==> src/rtl/s2mm_axi_write_master.sv <==
// Stream-to-memory DMA: drains a FWFT FIFO into memory as AXI4 INCR write bursts.
// Bursts are limited by max_beats_i, the remaining length and the next 4 KB boundary.
//   state    | meaning
//   IDLE     | waiting for start_i
//   ISSUE_AW | presenting the burst address
//   SEND_W   | streaming FIFO data for the current burst
//   WAIT_B   | waiting for the write response
//   DONE     | one-cycle completion pulse
module s2mm_axi_write_master #(
  parameter int AW = 32,
  parameter int DW = 64
) (
  input  logic              clk,
  input  logic              rst_n,
  input  logic              start_i,
  input  logic [AW-1:0]     dst_addr_i,
  input  logic [31:0]       len_bytes_i,
  input  logic [7:0]        max_beats_i,
  output logic              busy_o,
  output logic              done_o,
  output logic              err_o,
  output logic [1:0]        err_code_o,
  input  logic              fifo_empty,
  output logic              fifo_rd_en,
  input  logic [DW-1:0]     fifo_rd_data,
  output logic [AW-1:0]     m_axi_awaddr,
  output logic [7:0]        m_axi_awlen,
  output logic [2:0]        m_axi_awsize,
  output logic [1:0]        m_axi_awburst,
  output logic              m_axi_awvalid,
  input  logic              m_axi_awready,
  output logic [DW-1:0]     m_axi_wdata,
  output logic [DW/8-1:0]   m_axi_wstrb,
  output logic              m_axi_wlast,
  output logic              m_axi_wvalid,
  input  logic              m_axi_wready,
  input  logic [1:0]        m_axi_bresp,
  input  logic              m_axi_bvalid,
  output logic              m_axi_bready
);

  localparam int BPB = DW / 8;
  localparam int SZ  = $clog2(BPB);

  typedef enum logic [2:0] {S_IDLE, S_ISSUE_AW, S_SEND_W, S_WAIT_B, S_DONE} state_t;

  state_t        state;
  logic [AW-1:0] addr_q;
  logic [31:0]   beats_left;
  logic [8:0]    burst_q;
  logic [8:0]    beat_q;
  logic [7:0]    maxb_q;
  logic [7:0]    awlen_q;
  logic          err_q;
  logic [1:0]    code_q;

  logic [7:0]    maxb_in;
  logic          misaligned;
  logic [8:0]    first_burst;
  logic [8:0]    first_m1;
  logic [AW-1:0] addr_nxt;
  logic [31:0]   left_nxt;
  logic [8:0]    next_burst;
  logic [8:0]    next_m1;
  logic          last_beat;
  logic          w_hs;

  // Beats allowed by max burst size, remaining length and distance to the 4 KB page end.
  function automatic logic [8:0] calc_burst(input logic [11:0] a_lo, input logic [31:0] left,
                                            input logic [7:0] maxb);
    logic [12:0] to_4k;
    logic [31:0] b;
    to_4k = (13'h1000 - {1'b0, a_lo}) >> SZ;
    b = {24'd0, maxb};
    if (left < b) b = left;
    if ({19'd0, to_4k} < b) b = {19'd0, to_4k};
    return b[8:0];
  endfunction

  always_comb begin
    maxb_in     = (max_beats_i == 8'd0) ? 8'd1 : max_beats_i;
    misaligned  = ((dst_addr_i & AW'(BPB - 1)) != '0) || ((len_bytes_i & 32'(BPB - 1)) != '0);
    first_burst = calc_burst(dst_addr_i[11:0], len_bytes_i >> SZ, maxb_in);
    first_m1    = first_burst - 9'd1;
    addr_nxt    = addr_q + (AW'(burst_q) << SZ);
    left_nxt    = beats_left - 32'(burst_q);
    next_burst  = calc_burst(addr_nxt[11:0], left_nxt, maxb_q);
    next_m1     = next_burst - 9'd1;
    last_beat   = (beat_q == burst_q - 9'd1);
    w_hs        = m_axi_wvalid && m_axi_wready;
  end

  always_ff @(posedge clk or negedge rst_n) begin
    if (!rst_n) begin
      state      <= S_IDLE;
      addr_q     <= '0;
      beats_left <= '0;
      burst_q    <= '0;
      beat_q     <= '0;
      maxb_q     <= 8'd1;
      awlen_q    <= '0;
      err_q      <= 1'b0;
      code_q     <= 2'b00;
    end else begin
      case (state)
        S_IDLE: begin
          if (start_i) begin
            err_q  <= 1'b0;
            code_q <= 2'b00;
            if (len_bytes_i == 32'd0) begin
              state <= S_DONE;
            end else if (misaligned) begin
              err_q  <= 1'b1;
              code_q <= 2'b10;
              state  <= S_DONE;
            end else begin
              addr_q     <= dst_addr_i;
              beats_left <= len_bytes_i >> SZ;
              maxb_q     <= maxb_in;
              burst_q    <= first_burst;
              awlen_q    <= first_m1[7:0];
              beat_q     <= '0;
              state      <= S_ISSUE_AW;
            end
          end
        end
        S_ISSUE_AW: begin
          if (m_axi_awready) state <= S_SEND_W;
        end
        S_SEND_W: begin
          if (w_hs) begin
            if (last_beat) begin
              beat_q <= '0;
              state  <= S_WAIT_B;
            end else begin
              beat_q <= beat_q + 9'd1;
            end
          end
        end
        S_WAIT_B: begin
          if (m_axi_bvalid) begin
            if (m_axi_bresp != 2'b00) begin
              // Abort: data for later bursts stays in the FIFO.
              err_q  <= 1'b1;
              code_q <= 2'b01;
              state  <= S_DONE;
            end else begin
              addr_q     <= addr_nxt;
              beats_left <= left_nxt;
              if (left_nxt == 32'd0) begin
                state <= S_DONE;
              end else begin
                burst_q <= next_burst;
                awlen_q <= next_m1[7:0];
                state   <= S_ISSUE_AW;
              end
            end
          end
        end
        S_DONE:  state <= S_IDLE;
        default: state <= S_IDLE;
      endcase
    end
  end

  assign busy_o        = (state != S_IDLE);
  assign done_o        = (state == S_DONE);
  assign err_o         = err_q;
  assign err_code_o    = code_q;
  assign m_axi_awaddr  = addr_q;
  assign m_axi_awlen   = awlen_q;
  assign m_axi_awsize  = 3'(SZ);
  assign m_axi_awburst = 2'b01;
  assign m_axi_awvalid = (state == S_ISSUE_AW);
  assign m_axi_wdata   = fifo_rd_data;
  assign m_axi_wstrb   = '1;
  assign m_axi_wvalid  = (state == S_SEND_W) && !fifo_empty;
  assign m_axi_wlast   = (state == S_SEND_W) && last_beat;
  assign fifo_rd_en    = w_hs;
  assign m_axi_bready  = (state == S_WAIT_B);

endmodule

==> config.mk <==
export PLATFORM = sky130hd
export DESIGN_NAME = s2mm_axi_write_master
export DESIGN_NICKNAME = d
export VERILOG_FILES = /design/src/rtl/s2mm_axi_write_master.sv
export SDC_FILE = /design/constraint.sdc
export NUM_CORES = 1
export LEC_CHECK = 0
export CAP_MARGIN = 15
export CORE_MARGIN = 4
export CORE_UTILIZATION = 38
export CTS_CLUSTER_DIAMETER = 120
export DETAILED_ROUTE_END_ITERATION = 10
export DONT_BUFFER_PORTS = 1
export PLACE_DENSITY_LB_ADDON = 0.15
export SLEW_MARGIN = 40
export SYNTH_ARGS = -nofsm -noshare
export SYNTH_HDL_FRONTEND = slang
export SYNTH_SLANG_ARGS = --single-unit
==> constraint.sdc <==
create_clock -name clk -period 12 [get_ports clk]
set_input_delay 3 -clock clk [delete_from_list [all_inputs] [get_ports clk]]
set_output_delay 3 -clock clk [all_outputs]
set_load 0.05 [all_outputs]
==> impl_metrics.ini <==
[outcome]
run_status = complete, no violations

[yosys]
syn_area_per_cell_um2 = 7.76
synthTopCellsByArea = dfrtp_1, ha_1, buf_4
synthCells = 1211
ys_seq_area_share_pct = 27.7
synthArstFlopShare_pct = 100
synth_top_area_cell = dfrtp_1
yosysTopAreaCellShare_pct = 27.4
syn_area_um2 = 9400
ys_warn_count = 0
yosysUniqueCellTypes = 90
synth_edf_count = 0
synth-seq-cells = 104
synth_flop_cell = dfrtp_1

[critical_path]
worst-setup-path-type = flip-flop to flip-flop
cpMostUsedCell = ha_1
r2r-start = burst_q[0]$_DFFE_PN0P_
worst_path_dominant_cell_family = compound AO/OA/AOI/OAI gates
rr_endpoint = m_axi_awlen[6]$_DFFE_PN0P_
crit_start = burst_q[0]$_DFFE_PN0P_
cp_num_buf_inv = 2
worstSetupStartpointType = flip-flop
cp_slowest_stage_delay_ps = 540
cpMaxStageDelayCell = dfrtp_1
reg2reg_slack_ps = 3940
worstSetupEndpointType = flip-flop
reg2reg_depth = 31
cp_max_fo = 12
worstPathArrival_ps = 8300
required_ps = 12240

[cts]
tritoncts = built
htreeDepth = 3
cts_hold_buf = 0
postCtsSetupRepairBufs = 0
cts.sinks = 104
cts-root-buf = clkbuf_16
cts.path.max_buffers = 2
cts_resized = 0
cts_inserted_buffers = 9
clk_pin_slew_ps = 80
clkLatencyLatePin_ps = 370

[global_routing]
grt_pass1_vias = 8243
grt_pass1_wl_um = 46200
grt_max_degree = 105
grt_usage_pct = 21.4
grt-ovfl-total = 0
antenna_found_initial = 0

[routing]
drt_iter0_markers = 440
wl_per_cell_um = 20.2
wirelength_um = 29100
vias = 8369
detail-route-antenna-nets = 0
dr.pass1.iters = 5
drc = 0
viasPerCell = 5.81

[floorplanning]
die_y_um = 165
io_pins = 272
fp.coreArea_um2 = 24300
dieArea_um2 = 27300
initial_core_util_pct = 38.6
die_w_um = 165
floorplan.rows = 57

[placement]
place_inst = 1424
hpwl_um = 22000
preCtsSetupSlack_ps = 3690
gp_congestion = 0.877
detailed_place.area_um2 = 9170
io_buffers = 0

[cells_and_area]
syn_to_final_growth_pct = 0.653
finalNetCount = 1310
multiInputGateArea_um2 = 5900
diodes = 0
fin_cells = 1440
final_util_pct = 38.9
drive_gt1_share_pct = 6.00
num-fill-cells = 2522
seq_area_um2 = 2600
stdcell_area_um2 = 9460

[power_and_ir_drop]
p_seq_share_pct = 30.0
intPower_mw = 1.30
clkPwrFrac_pct = 9.7
p_switching_mw = 1.76
ir_drop_uv = 124
powerDensity_nw_per_um2 = 324
power_leakage_nw = 3.87
comb_power_share_pct = 60.3
switching_share_pct = 57.4

[timing]
finalWorstSetupSlack_ps = 3940
fin_skew_ps = 11.1
finalSetupTns_ps = 0
max_freq_ghz = 0.124
final.period_utilization_pct = 67.2
setup_viol_count_final = 0
rsz0062_at_grt = false
tightest_slew_ps = 846
min_period_ps = 8060
slew_viol_final = 0
finalHoldViolCount = 0
slew-limit-headroom_pct = 43.3

[job]
maxCapViolations = 0

[min_path]
whs_endpoint = maxb_q[0]$_DFFE_PN1P_
hold_path_class = flip-flop to flip-flop
hold_depth = 2
hp-start = maxb_q[0]$_DFFE_PN1P_
[worst register-to-register path, delay by kind of cell, from the launching register on]
family / cells / cell delay, ps
compound gates: 16 / 3770
fa+ha+maj: 5 / 1480
flops: 1 / 540
xor+xnor: 2 / 440
buf+inv: 2 / 130
simple gates: 6 / 1590
[cells by family (layout without fill, tap and decap cells)]
logic type	Yosys count	count (layout)	share of synthesized area (%)
xor+xnor	48	48	4.47
buf+inv	188	78	10.7
fa+ha+maj	54	54	7.35
other cells	2	17	0.0799
simple gates	424	424	22.4
mux	15	15	1.65
compound gates	376	376	25.6
flops	104	104	27.7
[synthesized netlist by cell type (all sizes together) (27+ instances only)]
master,n
a21oi,112
a31oi,27
buf,84
clkbuf,51
dfrtp,103
ha,52
inv,52
nand2,113
nor2,120
nor3,32
o21ai,103
xnor2,29
[cell usage in the layout, fill, tap and decap left out, drive strengths merged, types with 5 or more instances in the layout]
cell type and count:
nor3 32, xor2 19, xnor2 29, nor2 120
nor4 22, o22ai 13, nand3 26, o21bai 5
nand4 19, a21oi 112, and3 10, o2111ai 5
or4 11, mux2i 11, a211oi 12, a31oi 27
and2 9, conb 17, inv 54, o211ai 16
dfrtp 103, ha 52, nor2b 16, o21ai 103
nor3b 5, a22oi 9, nand2b 15, clkbuf 9
a21o 18, or3 13, buf 9, o21a 8
nand2 113
[layer usage]
layer  GRT usage [%]  up-vias  wire length (um)
met5               0        -                 0
met4            6.65        0               692
met3            3.50       37              1490
met2            35.6      238             13800
met1            28.4     4006             13200
li1                -     4088                 -
[worst max path at each step]
stage | to | slack (ps) | cells after the start
after detailed placement | m_axi_awlen[6]$_DFFE_PN0P_ | 3690 | 21
after floorplan | m_axi_awlen[4]$_DFFE_PN0P_ | 3840 | 22
after CTS | m_axi_awlen[6]$_DFFE_PN0P_ | 4050 | 21
after global routing | m_axi_awlen[6]$_DFFE_PN0P_ | 3230 | 31
after global placement | m_axi_awlen[6]$_DFFE_PN0P_ | 3830 | 21
final | m_axi_awlen[6]$_DFFE_PN0P_ | 3940 | 31
[power by group through the flow]
stage | registers, mW | clock network, mW | logic (mW)
finish | 0.918 | 0.298 | 1.84
global route | 0.945 | 0.322 | 2.07
CTS | 0.919 | 0.307 | 1.84
detailed placement | 0.927 | 0 | 1.83
global placement | 0.925 | 0 | 1.82
floorplan | 0.834 | 0 | 1.51
[cell type report]
cell class	instances	share of cell area, %
clock buffers	9	2.38
clock inverters	7	0.582
inverters	53	2.12
multi-input cells	934	62.4
flip-flops and latches	104	27.5
well taps	324	4.29
repair buffers	9	0.714
[stage by stage]
step / power [mW] / hold WS (ps)
final: 3.06 / 532
after global routing: 3.34 / 574
after CTS: 3.06 / 538
after detailed placement: 2.75 / 526
after global placement: 2.74 / 511
after floorplan: 2.34 / 456
[state kept, by name (all words and copies together), names as in the netlist]
name	cells
state	3
burst_q	9
beat_q	9
m_axi_awlen	8
maxb_q	8
err_code_o	2
err_o	1
m_axi_awaddr	32
beats_left	32
Note: power is estimated with default switching activity, not from simulation.
